### config.mk
export PLATFORM = sky130hd
export DESIGN_NAME = gcl_sequencer
export DESIGN_NICKNAME = d
export VERILOG_FILES = /design/src/rtl/gcl_sequencer_pkg.sv /design/src/rtl/gcl_ram.sv /design/src/rtl/gcl_sequencer.sv
export SDC_FILE = /design/constraint.sdc
export NUM_CORES = 1
export LEC_CHECK = 0
export CORE_MARGIN = 2
export CORE_UTILIZATION = 53
export DETAILED_ROUTE_END_ITERATION = 10
export PLACE_DENSITY = 0.75
export RECOVER_POWER = 50
export SKIP_CTS_REPAIR_TIMING = 1
export SYNTH_ARGS = -nofsm -noshare
export SYNTH_HDL_FRONTEND = slang
export SYNTH_HIERARCHICAL = 1
export SYNTH_SLANG_ARGS = --single-unit
### constraint.sdc
create_clock -name clk -period 3.13 [get_ports clk]
set_clock_uncertainty 0.2 [all_clocks]
set_input_delay 0.626 -clock clk [delete_from_list [all_inputs] [get_ports clk]]
set_output_delay 0.626 -clock clk [all_outputs]
set_load 0.02 [all_outputs]
### src/rtl/gcl_sequencer_pkg.sv
// rtl/gcl_sequencer_pkg.sv - shared constants for the gate control list sequencer
package gcl_sequencer_pkg;

    // Width of the per-queue gate mask (one bit per traffic class)
    localparam int GCL_MASK_W = 8;

    // Entry layout: {gate_mask, duration}; duration occupies the low bits,
    // the mask sits directly above it at bit offset DUR_W.
    localparam int GCL_DUR_LSB = 0;

    // Shortest duration an entry may be held; shorter programmed values are
    // stretched so the next entry's prefetched read always completes in time.
    localparam int GCL_MIN_DUR = 2;

    // FSM state encodings
    localparam logic [1:0] ST_IDLE = 2'd0;
    localparam logic [1:0] ST_LOAD = 2'd1;
    localparam logic [1:0] ST_RUN  = 2'd2;

endpackage

### src/rtl/gcl_ram.sv
// rtl/gcl_ram.sv - GCL entry storage, one write port and one registered read port
//
// Ports:
//   clk    in   clock
//   we     in   write enable
//   waddr  in   write index
//   wdata  in   write data {mask, duration}
//   raddr  in   read index
//   rdata  out  read data, valid one cycle after raddr
module gcl_ram #(
    parameter int ADDR_W = 3,
    parameter int DATA_W = 24
) (
    input  logic              clk,
    input  logic              we,
    input  logic [ADDR_W-1:0] waddr,
    input  logic [DATA_W-1:0] wdata,
    input  logic [ADDR_W-1:0] raddr,
    output logic [DATA_W-1:0] rdata
);

    logic [DATA_W-1:0] mem [1 << ADDR_W];

    // Write-first: a write and a read to the same index on the same edge
    // returns the new data, so a write issued alongside test start is seen
    // by the entry 0 fetch.
    always_ff @(posedge clk) begin
        if (we) begin
            mem[waddr] <= wdata;
        end
        rdata <= (we && (waddr == raddr)) ? wdata : mem[raddr];
    end

endmodule

### src/rtl/gcl_sequencer.sv
// rtl/gcl_sequencer.sv - time-aware gate control list sequencer for 8 traffic-class queues
//
// Ports:
//   clk, rst_n            clock, asynchronous active-low reset
//   in_gcl_wr/waddr/wdata GCL table write port (accepted in IDLE only)
//   in_gcl_len            number of active entries, 1..2**ADDR_W
//   in_gcl_test_start     level: run list while high
//   in_gcl_queue_nempty   per-queue non-empty flags
//   out_gcl_gate          current gate-open mask (registered)
//   out_gcl_valid         gate & nempty (combinational)
//   out_gcl_idx           index of entry in force (registered)
//   out_gcl_cycle_start   pulse when entry 0 comes into force
//   out_gcl_err           pulse on rejected write or invalid len at start
module gcl_sequencer
    import gcl_sequencer_pkg::*;
#(
    parameter int ADDR_W = 3,
    parameter int DUR_W  = 16
) (
    input  logic                        clk,
    input  logic                        rst_n,
    input  logic                        in_gcl_wr,
    input  logic [ADDR_W-1:0]           in_gcl_waddr,
    input  logic [GCL_MASK_W+DUR_W-1:0] in_gcl_wdata,
    input  logic [ADDR_W:0]             in_gcl_len,
    input  logic                        in_gcl_test_start,
    input  logic [GCL_MASK_W-1:0]       in_gcl_queue_nempty,
    output logic [GCL_MASK_W-1:0]       out_gcl_gate,
    output logic [GCL_MASK_W-1:0]       out_gcl_valid,
    output logic [ADDR_W-1:0]           out_gcl_idx,
    output logic                        out_gcl_cycle_start,
    output logic                        out_gcl_err
);

    localparam int ENTRY_W = GCL_MASK_W + DUR_W;
    localparam int DEPTH   = 1 << ADDR_W;

    logic [1:0]            state;
    logic [DUR_W-1:0]      cnt;
    logic [ADDR_W:0]       len_q;
    logic [ADDR_W-1:0]     raddr;
    logic                  start_d;
    logic [ENTRY_W-1:0]    rdata;
    logic                  ram_we;
    logic [GCL_MASK_W-1:0] rd_mask;
    logic [DUR_W-1:0]      rd_dur;
    logic [DUR_W-1:0]      rd_cnt;
    logic                  len_ok;
    logic [ADDR_W-1:0]     idx_n;
    logic [ADDR_W-1:0]     idx_nn;
    logic [ADDR_W-1:0]     idx_first_n;

    // Wrap to entry 0 after the last active entry
    function automatic logic [ADDR_W-1:0] nxt(input logic [ADDR_W-1:0] i,
                                              input logic [ADDR_W:0]   len);
        return ({1'b0, i} == (len - (ADDR_W+1)'(1))) ? '0 : i + ADDR_W'(1);
    endfunction

    assign ram_we = in_gcl_wr && (state == ST_IDLE);

    gcl_ram #(
        .ADDR_W (ADDR_W),
        .DATA_W (ENTRY_W)
    ) u_gcl_ram (
        .clk   (clk),
        .we    (ram_we),
        .waddr (in_gcl_waddr),
        .wdata (in_gcl_wdata),
        .raddr (raddr),
        .rdata (rdata)
    );

    assign rd_mask = rdata[DUR_W +: GCL_MASK_W];
    assign rd_dur  = rdata[GCL_DUR_LSB +: DUR_W];
    // Counter reload is eff(dur)-1 so the entry holds exactly eff(dur) cycles
    assign rd_cnt  = (rd_dur < DUR_W'(GCL_MIN_DUR)) ? DUR_W'(GCL_MIN_DUR - 1)
                                                    : rd_dur - DUR_W'(1);

    assign len_ok = (in_gcl_len != '0) && (in_gcl_len <= (ADDR_W+1)'(DEPTH));

    assign idx_n       = nxt(out_gcl_idx, len_q);
    assign idx_nn      = nxt(idx_n, len_q);
    assign idx_first_n = nxt('0, len_q);

    assign out_gcl_valid = out_gcl_gate & in_gcl_queue_nempty;

    always_ff @(posedge clk or negedge rst_n) begin
        if (!rst_n) begin
            state               <= ST_IDLE;
            cnt                 <= '0;
            len_q               <= '0;
            raddr               <= '0;
            start_d             <= 1'b0;
            out_gcl_gate        <= '0;
            out_gcl_idx         <= '0;
            out_gcl_cycle_start <= 1'b0;
            out_gcl_err         <= 1'b0;
        end else begin
            start_d             <= in_gcl_test_start;
            out_gcl_cycle_start <= 1'b0;
            out_gcl_err         <= in_gcl_wr && (state != ST_IDLE);

            case (state)
                ST_IDLE: begin
                    // raddr parked at 0 so entry 0 is already being fetched
                    out_gcl_gate <= '0;
                    out_gcl_idx  <= '0;
                    cnt          <= '0;
                    raddr        <= '0;
                    if (in_gcl_test_start) begin
                        if (len_ok) begin
                            len_q <= in_gcl_len;
                            state <= ST_LOAD;
                        end else if (!start_d) begin
                            out_gcl_err <= 1'b1;
                        end
                    end
                end

                ST_LOAD, ST_RUN: begin
                    if (!in_gcl_test_start) begin
                        state        <= ST_IDLE;
                        out_gcl_gate <= '0;
                        out_gcl_idx  <= '0;
                        cnt          <= '0;
                        raddr        <= '0;
                    end else if (state == ST_LOAD) begin
                        out_gcl_gate        <= rd_mask;
                        out_gcl_idx         <= '0;
                        cnt                 <= rd_cnt;
                        out_gcl_cycle_start <= 1'b1;
                        raddr               <= idx_first_n;
                        state               <= ST_RUN;
                    end else if (cnt != '0) begin
                        cnt <= cnt - DUR_W'(1);
                    end else begin
                        // rdata already holds entry idx_n; start fetching the one after
                        out_gcl_gate        <= rd_mask;
                        out_gcl_idx         <= idx_n;
                        cnt                 <= rd_cnt;
                        raddr               <= idx_nn;
                        out_gcl_cycle_start <= (idx_n == '0);
                    end
                end

                default: state <= ST_IDLE;
            endcase
        end
    end

endmodule
==> reports/qor.txt, run 1 <==
Flop2flop setup slack -> 0.04 ns
Failing checks -> capacitance limit, slew limit
Core area -> 18,640 um^2
Number of flops mapped to enable cells by yosys -> 192
I/O pin total -> 64
Initial antenna violation count -> 0
Fin cells -> 956
# setup viols final -> 0
DR vias/cell -> 5.929
FF+latch area -> 6809 um^2
Leak -> 0.004230 uW
Most frequent cells in the layout -> 192 x edfxtp_1, 48 x mux4_2, 39 x dfrtp_1
Power density cells -> 779.8 nW/um^2
RSZ-0062 raised after global routing -> yes
Post-Synthesis Net Count -> 648
DIE WIDTH -> 141.6 um
CTS sink cnt -> 234
Fin area -> 12,170 um^2
WHS Path Cells -> 0
Fmax -> 0.3234 GHz
First-pass GRT wire length -> 32,020 um
CTS Buf Count -> 25
Asr flop ratio synth -> 0.1667
Antenna Nets Post-Route -> 0
Fillers -> 1,254
Area grow syn2layout -> 21.26%
Vias in the first global route -> 5,711
Post-Syn Area -> 10,040 um^2
Clk slew on worst S/H paths -> 0.06 ns
Worst r2r dst -> cnt[14]
DP Cell Count -> 899
Clock latency on the worst-skew pair -> 0.52 ns
Buf/Inv on CP -> 1
Cell Chain, Critical Path -> buf_6 > mux4_2 > mux2_4 > or3_4 > or3_4 > nor3_2 > xor2_1 > nand2_1 > o311ai_0
Setup ws final -> 0.03812 ns
Worst-path fanout max -> 6
Initial Util -> 0.5385
Slew HR -> -0.4407
Total grt overflow -> 0
Height of the die -> 141.6 um
DR pass1 iterations -> 5
Synth unique cells -> 63
Antenna Cells -> 0
Synth Warn # -> 6
Crit path launch type -> flip-flop
Total Wirelength -> 21,220 um
Fin crit share -> 0.9878
Top cell by count, worst path -> or3_4
IO buf count -> 63
H-tree levels -> 1
Dominant synthesized flop cell -> edfxtp_1
DRT iter0 DRCs -> 529
Critical Path RT -> 3.33 ns
WL per Instance -> 22.19 um
Largest net degree at the start of global routing -> 40
Vias -> 5,668
Slowest Stage Delay on Critical Path -> 0.49 ns
Status -> finished with violations
CTS tree -> built
Arr. time, crit path -> 3.29 ns
Final #Nets -> 758
Flops & latches, synth -> 234
Crit path max-delay family -> simple AND/OR/NAND/NOR gates
Critical path class -> flip-flop to flip-flop
# rows -> 50
Area occupied by multi-input gates -> 3122 um^2
GRT Total Usage -> 0.2100
Crit-path slowest cell -> mux4_2
Sequential-to-total area share from yosys stat -> 0.6775
Worst Hold Class -> flip-flop to flip-flop
Final hold viol count -> 0
Proportion of layout cells with a drive suffix above 1 -> 0.2645
Placed instance area -> 11,220 um^2
Die area -> 20,060 um^2
Crit. End Element -> flip-flop
Reg2Reg Depth -> 9
Final Core Density -> 0.6530
DP Worst Slack -> -0.2472 ns
Worst hold slack -> 0.1786 ns
CTS Root Cell -> clkbuf_16
Synthesized instance count -> 594
Slew Viols, Final -> 40
Slew @ Worst Pin -> 2.161 ns
Max VDD drop -> 0.5127 mV
Max-cap violations -> 1
Hold Startpoint -> raddr[1]
Gp weighted congestion -> 0.8683
Period minus WS final -> 3.092 ns
DRC Markers -> 0
Maximum clock path buffer count -> 3
Mapped Avg Cell Area -> 16.90 um^2
Most common cell after layout, fill and taps aside -> edfxtp_1
Post-DP HPWL -> 12,470 um
==> synth_stat cells, types with 3 or more instances <==
library cell / instances / area (um^2)
edfxtp_1: 192 / 5766
mux2_2: 16 / 180.2
nand2b_1: 6 / 37.54
buf_6: 3 / 33.78
mux2_4: 12 / 180.2
nor2_1: 28 / 105.1
a21oi_1: 15 / 75.07
o211ai_1: 3 / 22.52
nor4_1: 6 / 37.54
or3_1: 5 / 31.28
a22o_1: 12 / 105.1
clkbuf_1: 8 / 30.03
xor2_1: 15 / 131.4
nand2_1: 31 / 116.4
a32o_1: 3 / 30.03
nor3_1: 19 / 95.09
mux4_2: 48 / 1081
xnor2_1: 5 / 43.79
dfrtp_1: 39 / 975.9
buf_2: 7 / 35.03
o21ai_0: 24 / 120.1
inv_1: 16 / 60.06
nand3_1: 8 / 40.04
and2_1: 11 / 68.82
ha_1: 11 / 137.6
dfxtp_1: 3 / 60.06
==> final cells by class <==
cell class,instances,share of cell area
timing repair buffer,106,0.09178
multi-input combinational,321,0.2564
sequential,234,0.5593
tap,234,0.02405
clock buffer,31,0.05488
inverter,16,0.004933
clock inverter,14,0.008633
==> power breakdown <==
| group | leakage [uW] | switching, uW | internal (uW) |
|---|---|---|---|
| registers | 0.00229 | 191 | 3630 |
| clock network | 0.000371 | 1150 | 1600 |
| logic | 0.00157 | 1660 | 1260 |
==> state kept, by name, summed over array words and instances, names as in the netlist, named ones only <==
register,flops
out_gcl_gate,8
len_q,4
cnt,16
raddr,3
state,2
start_d,1
out_gcl_cycle_start,1
out_gcl_err,1
u_gcl_ram/mem,192
out_gcl_idx,3
==> kinds of logic (layout without fill, tap and decap cells) <==
logic type	Yosys count	in the layout	share of synthesized area
simple gates	132	132	0.06967
mux	76	76	0.1436
fa+ha+maj	11	11	0.01371
flops	234	234	0.6775
xor+xnor	21	21	0.01969
buf+inv	39	167	0.02131
compound gates	81	81	0.05459
==> per-layer routing <==
| metal | vias to the layer above | part of all wire | track usage |
|---|---|---|---|
| met5 | - | 0 | 0 |
| met4 | 0 | 0.022 | 0.06895 |
| met3 | 30 | 0.061 | 0.03071 |
| met2 | 181 | 0.49 | 0.3447 |
| met1 | 2893 | 0.43 | 0.2944 |
| li1 | 2564 | - | - |
==> how the worst max path moves through the flow <==
| stage | to | from | depth (start not counted) |
|---|---|---|---|
| floorplan | cnt[10] | flip-flop | 11 |
| global placement | cnt[10] | flip-flop | 9 |
| detailed placement | cnt[10] | flip-flop | 9 |
| CTS | cnt[10] | flip-flop | 9 |
| global route | cnt[13] | flip-flop | 9 |
| finish | cnt[14] | flip-flop | 9 |
==> worst register-to-register path: stages (launching register included) <==
cell and delay (ns):
dfxtp_4 0.42, buf_6 0.16, mux4_2 0.49, mux2_4 0.28, or3_4 0.37, or3_4 0.41, nor3_2 0.24, xor2_1 0.23
nand2_1 0.10, o311ai_0 0.09
==> per-stage QoR <==
step / total power, uW / TNS [ns]
floorplan: 5882 / -0.09599
global placement: 6568 / -0.6617
detailed placement: 6642 / -2.222
CTS: 9403 / -2.237
global route: 9951 / -0.2221
finish: 9493 / 0
Note: power is estimated with default switching activity, not from simulation.
==> run 2: changes to the inputs <==
Settings changed: CORE_UTILIZATION 53 to 58, PLACE_DENSITY 0.75 to 0.78.
Clock period 3.13 ns to 3.9 ns, I/O delays scaled along.
==> run 2 against run 1 <==
The flow still finishes with violations (capacitance limit, slew limit). Combinational power down 26%. First-iteration DRC count fell by 11%. Via count decreased by 0.79%. Cell area decreased by 3.4%. Routed wire length down 2.0%. Register-to-register slack improved by 0.43 ns. Sequential power down 19%. Worst hold slack improved by 0.0011 ns. Clock power is 14% lower.
==> reports/qor.txt, run 2 (synthesized netlist as in run 1, its figures left out) <==
Status -> finished with violations (unchanged)
Failing checks -> capacitance limit, slew limit (unchanged)
Buf/Inv on CP -> 1 (unchanged)
Antenna Nets Post-Route -> 0 (unchanged)
Critical path class -> flip-flop to flip-flop (unchanged)
Largest register by flop count -> u_gcl_ram/mem (unchanged)
GRT Total Usage -> 0.2361 (was 0.2100)
Area grow syn2layout -> 17.19% (was 21.26%)
Final #Nets -> 730 (was 758)
Maximum clock path buffer count -> 3 (unchanged)
Initial Util -> 0.5865 (was 0.5385)
Crit path max-delay family -> simple AND/OR/NAND/NOR gates (unchanged)
Total Wirelength -> 20,800 um (was 21,220 um)
First-pass GRT wire length -> 32,790 um (was 32,020 um)
Slew @ Worst Pin -> 2.124 ns (was 2.161 ns)
Largest net degree at the start of global routing -> 40 (unchanged)
CTS Root Cell -> clkbuf_16 (unchanged)
Worst-path fanout max -> 24 (was 6)
DP Worst Slack -> 0.4441 ns (was -0.2472 ns)
Worst Hold Class -> flip-flop to flip-flop (unchanged)
Clk slew on worst S/H paths -> 0.06 ns (about the same)
Fin crit share -> 0.8806 (was 0.9878)
Critical Path RT -> 4.09 ns (was 3.33 ns)
CTS Buf Count -> 25 (unchanged)
Vias in the first global route -> 5,794 (was 5,711)
# rows -> 48 (was 50)
Most frequent cells in the layout -> 192 x edfxtp_1, 48 x mux4_2, 39 x dfrtp_1 (unchanged)
Antenna Cells -> 0 (unchanged)
Setup ws final -> 0.4657 ns (was 0.03812 ns)
Crit. End Element -> flip-flop (unchanged)
Arr. time, crit path -> 3.63 ns (was 3.29 ns)
Height of the die -> 135.6 um (was 141.6 um)
Leak -> 0.004051 uW (was 0.004230 uW)
Slew Viols, Final -> 65 (was 40)
Crit path launch type -> flip-flop (unchanged)
Max-cap violations -> 2 (was 1)
Slew HR -> -0.4157 (was -0.4407)
DRC Markers -> 0 (unchanged)
H-tree levels -> 1 (unchanged)
CTS sink cnt -> 234 (unchanged)
Fmax -> 0.2912 GHz (was 0.3234 GHz)
WL per Instance -> 22.63 um (was 22.19 um)
CTS tree -> built (unchanged)
Vias -> 5,623 (was 5,668)
Most common cell after layout, fill and taps aside -> edfxtp_1 (unchanged)
Die area -> 18,380 um^2 (was 20,060 um^2)
Largest register FFs -> 192 (unchanged)
Max VDD drop -> 0.3901 mV (was 0.5127 mV)
RSZ-0062 raised after global routing -> no (was yes)
I/O pin total -> 64 (unchanged)
Slowest Stage Delay on Critical Path -> 0.53 ns (was 0.49 ns)
DIE WIDTH -> 135.6 um (was 141.6 um)
Largest regs -> u_gcl_ram/mem x192, cnt x16, out_gcl_gate x8 (unchanged)
Final hold viol count -> 0 (unchanged)
Power density cells -> 646.8 nW/um^2 (was 779.8 nW/um^2)
Gp weighted congestion -> 0.8304 (was 0.8683)
Total grt overflow -> 0 (unchanged)
Period minus WS final -> 3.434 ns (was 3.092 ns)
Initial antenna violation count -> 0 (unchanged)
DR pass1 iterations -> 5 (unchanged)
Cell Chain, Critical Path -> buf_12 > mux4_2 > mux2_2 > nor4_1 > nand3_1 > or2_1 > o211ai_1 > o21ai_0 > a22o_1 (was buf_6 > mux4_2 > mux2_4 > or3_4 > or3_4 > nor3_2 > xor2_1 > nand2_1 > o311ai_0)
Fillers -> 1,136 (was 1,254)
# setup viols final -> 0 (unchanged)
Fin Setup TNS -> 0 ns (unchanged)
Placed instance area -> 10,950 um^2 (was 11,220 um^2)
Crit-path slowest cell -> mux4_2 (unchanged)
Post-DP HPWL -> 12,820 um (was 12,470 um)
Core area -> 17,120 um^2 (was 18,640 um^2)
DR vias/cell -> 6.119 (was 5.929)
Proportion of layout cells with a drive suffix above 1 -> 0.2118 (was 0.2645)
Fin area -> 11,770 um^2 (was 12,170 um^2)
Clock latency on the worst-skew pair -> 0.52 ns (about the same)
IO buf count -> 63 (unchanged)
DRT iter0 DRCs -> 472 (was 529)
run 2: final timing paths:
kind / from / to / slack [ns] / depth (start not counted)
max: flip-flop / cnt[10] / 0.47 / 9
min: raddr[1] / flip-flop / 0.18 / 0
max reg2reg: flip-flop / cnt[10] / 0.47 / 9
min reg2reg: raddr[1] / flip-flop / 0.18 / 0
max in group asynchronous: rst_n / cnt[11] / 1.60 / 1
min in group asynchronous: rst_n / len_q[0] / 0.67 / 1
run 2: power by group:
part	switching, uW	total, uW	internal [uW]
Combinational	1270	2170	896
Clock	917	2350	1440
Sequential	169	3090	2920
run 2: layer usage:
| metal | part of all wire | global-route usage | vias up |
|---|---|---|---|
| li1 | - | - | 2512 |
| met1 | 0.41 | 0.3214 | 2894 |
| met2 | 0.51 | 0.4035 | 179 |
| met3 | 0.053 | 0.03666 | 38 |
| met4 | 0.021 | 0.06192 | 0 |
| met5 | 0 | 0 | - |
run 2: worst reg2reg max path, cell delays in order, from the launching register on:
cell	delay [ns]
dfxtp_4	0.48
buf_12	0.27
mux4_2	0.55
mux2_2	0.30
nor4_1	0.46
nand3_1	0.32
or2_1	0.33
o211ai_1	0.09
o21ai_0	0.10
a22o_1	0.21
run 2: area by class of cell:
class                      count  area, um^2  area share
timing repair buffer          78       745.7     0.06338
sequential                   234        6807      0.5785
multi-input combinational    321        3049      0.2592
clock buffer                  29       640.6     0.05445
inverter                      16       60.06    0.005105
clock inverter                16       181.4     0.01542
tap                          225       281.5     0.02393
run 2: stage by stage:
stage / utilization / power, uW / hold WS, ns / cells
6_report: 0.6874 / 7609 / 0.1797 / 919
3_3_place_gp: 0.6396 / 5190 / 0.1647 / 874
4_1_cts: 0.6876 / 7642 / 0.1762 / 919
2_1_floorplan: - / 4713 / 0.1470 / 594
5_1_grt: 0.6874 / 7974 / 0.1941 / 919
3_5_place_dp: 0.6396 / 5260 / 0.1587 / 874
==> run 3: changes to the inputs <==
Settings changed: GPL_TIMING_DRIVEN set to 0, SLEW_MARGIN set to 20.
==> run 3 against run 2 <==
The flow still finishes with violations (capacitance limit, slew limit). Combinational power rose by 7%. Non-clock buffer count rose by 22. Count of clock-buffer cells in the layout rose by 4. Clock power fell by 3%. Worst hold slack got worse by 0.0061 ns. First-iteration DRC count rose by 2.8%. Critical endpoint unchanged. Highest routed layer unchanged.
==> reports/qor.txt, run 3 (synthesized netlist as in run 1, its figures left out) <==
Status -> finished with violations (unchanged)
Failing checks -> capacitance limit, slew limit (unchanged)
Final Core Density -> 0.7006 (was 0.6874)
Crit path launch type -> flip-flop (unchanged)
Area grow syn2layout -> 19.44% (was 17.19%)
Fmax -> 0.2637 GHz (was 0.2912 GHz)
CTS Buf Count -> 24 (was 25)
CP endpoint -> cnt[10] (unchanged)
Die area -> 18,380 um^2 (unchanged)
GRT Total Usage -> 0.2475 (was 0.2361)
Final hold viol count -> 0 (unchanged)
Slew HR -> -0.1771 (was -0.4157)
Levels on crit path -> 9 (unchanged)
Total Wirelength -> 22,340 um (was 20,800 um)
Gp weighted congestion -> 0.8712 (was 0.8304)
Total grt overflow -> 0 (unchanged)
Largest register by flop count -> u_gcl_ram/mem (unchanged)
# rows -> 48 (unchanged)
Worst hold slack -> 0.1736 ns (was 0.1797 ns)
Buf/Inv on CP -> 1 (unchanged)
Crit path max-delay family -> simple AND/OR/NAND/NOR gates (unchanged)
Vias -> 5,855 (was 5,623)
DP Cell Count -> 895 (was 874)
Largest regs -> u_gcl_ram/mem x192, cnt x16, out_gcl_gate x8 (unchanged)
DRT iter0 DRCs -> 485 (was 472)
Period minus WS final -> 3.793 ns (was 3.434 ns)
Worst Hold Class -> flip-flop to flip-flop (unchanged)
Maximum clock path buffer count -> 3 (unchanged)
Crit. End Element -> flip-flop (unchanged)
Reg2Reg Depth -> 9 (unchanged)
Slew Viols, Final -> 33 (was 65)
Fin cells -> 938 (was 919)
Crit-path slowest cell -> clkbuf_1 (was mux4_2)
CTS tree -> built (unchanged)
Largest register FFs -> 192 (unchanged)
H-tree levels -> 1 (unchanged)
Leak -> 0.004131 uW (was 0.004051 uW)
CTS sink cnt -> 234 (unchanged)
DRC Markers -> 0 (unchanged)
WL per Instance -> 23.82 um (was 22.63 um)
Largest net degree at the start of global routing -> 33 (was 40)
Post-DP HPWL -> 14,180 um (was 12,820 um)
Vias in the first global route -> 5,990 (was 5,794)
DIE WIDTH -> 135.6 um (unchanged)
IO buf count -> 63 (unchanged)
Height of the die -> 135.6 um (unchanged)
DR pass1 iterations -> 5 (unchanged)
Setup ws final -> 0.1072 ns (was 0.4657 ns)
Final #Nets -> 751 (was 730)
Fillers -> 1,054 (was 1,136)
Flop2flop setup slack -> 0.11 ns (was 0.47 ns)
First-pass GRT wire length -> 34,090 um (was 32,790 um)
Initial Util -> 0.5865 (unchanged)
Clock latency on the worst-skew pair -> 0.52 ns (about the same)
Proportion of layout cells with a drive suffix above 1 -> 0.2163 (was 0.2118)
RSZ-0062 raised after global routing -> no (unchanged)
Worst r2r dst -> cnt[10] (unchanged)
Core area -> 17,120 um^2 (unchanged)
Worst-path fanout max -> 10 (was 24)
Cell Chain, Critical Path -> clkbuf_1 > mux4_2 > mux2_2 > nor4_1 > nand3_1 > or2_1 > o211ai_1 > o21ai_0 > a22o_1 (was buf_12 > mux4_2 > mux2_2 > nor4_1 > nand3_1 > or2_1 > o211ai_1 > o21ai_0 > a22o_1)
DR vias/cell -> 6.242 (was 6.119)
DP Worst Slack -> 0.1345 ns (was 0.4441 ns)
Clk slew on worst S/H paths -> 0.06 ns (about the same)
Fin crit share -> 0.9725 (was 0.8806)
Slew @ Worst Pin -> 1.766 ns (was 2.124 ns)
Max VDD drop -> 0.4808 mV (was 0.3901 mV)
Total Power -> 7668 uW (was 7609 uW)
Critical Path RT -> 4.09 ns (about the same)
# setup viols final -> 0 (unchanged)
Max-cap violations -> 1 (was 2)
Power density cells -> 639.5 nW/um^2 (was 646.8 nW/um^2)
Arr. time, crit path -> 3.98 ns (was 3.63 ns)
Antenna Nets Post-Route -> 0 (unchanged)
Critical path class -> flip-flop to flip-flop (unchanged)
Slowest Stage Delay on Critical Path -> 0.68 ns (was 0.53 ns)
Most frequent cells in the layout -> 192 x edfxtp_1, 48 x mux4_2, 39 x dfrtp_1 (unchanged)
Initial antenna violation count -> 1 (was 0)
CTS Root Cell -> clkbuf_16 (unchanged)
I/O pin total -> 64 (unchanged)
Most common cell after layout, fill and taps aside -> edfxtp_1 (unchanged)
-- run 3: changes by cell type in the layout (fill, tap and decap cells not counted), moves of 2 or more --
cell	change
buf_12	+3
buf_6	+4
buf_2	+7
dfxtp_1	+2
nor2_4	+5
buf_1	+2
nor2_2	-6
clkinv_1	-6
inv_6	-2
buf_4	-7
buf_16	+4
clkinvlp_4	+2
clkbuf_1	+12
-- run 3: worst min-delay path by stage --
stage	startpoint	end	slack, ns	cells after the start
3_5_place_dp	raddr[2]	flip-flop	0.16	0
4_1_cts	rst_n	out_gcl_gate[2]	-0.09	1
5_1_grt	raddr[0]	flip-flop	0.18	0
3_3_place_gp	raddr[2]	flip-flop	0.16	0
2_1_floorplan	raddr[0]	flip-flop	0.15	0
6_report	raddr[0]	flip-flop	0.17	0
-- run 3: final cells by class --
class,instances,area [um^2],share of cell area
Tap cell,225,281.5,0.02348
Sequential cell,234,6802,0.5672
Antenna cell,1,2.502,0.0002087
Inverter,16,60.06,0.005008
Clock buffer,33,655.6,0.05467
Buffer,23,153.9,0.01283
Clock inverter,8,121.4,0.01012
Multi-Input combinational cell,321,3078,0.2567
Timing Repair Buffer,77,837.1,0.06980
-- run 3: per-stage QoR --
step	cell area [um^2]	TNS, ns
floorplan	10040	0
global placement	10950	-105.40
detailed placement	11220	0
CTS	12000	-0.02922
global route	11990	0
finish	11990	0
-- run 3: where the power goes --
part / internal, uW / switching (uW) / leakage (uW)
clock: 1370 / 903 / 0.000366
combinational: 984 / 1350 / 0.00148
sequential: 2920 / 146 / 0.00229
total: 5270 / 2400 / 0.00413
-- run 3: worst register-to-register path, stage by stage, from the launching register on --
cell and delay (ns):
dfxtp_1 0.42, clkbuf_1 0.68, mux4_2 0.43, mux2_2 0.33, nor4_1 0.49, nand3_1 0.32
or2_1 0.34, o211ai_1 0.12, o21ai_0 0.13, a22o_1 0.21
-- run 3: routing by layer --
| metal | GRT usage | share of wire | wire length (um) |
|---|---|---|---|
| met1 | 0.3296 | 0.40 | 8856 |
| met2 | 0.4270 | 0.51 | 11490 |
| met3 | 0.02955 | 0.061 | 1368 |
| met4 | 0.08565 | 0.028 | 624 |
| met5 | 0 | 0 | 0 |
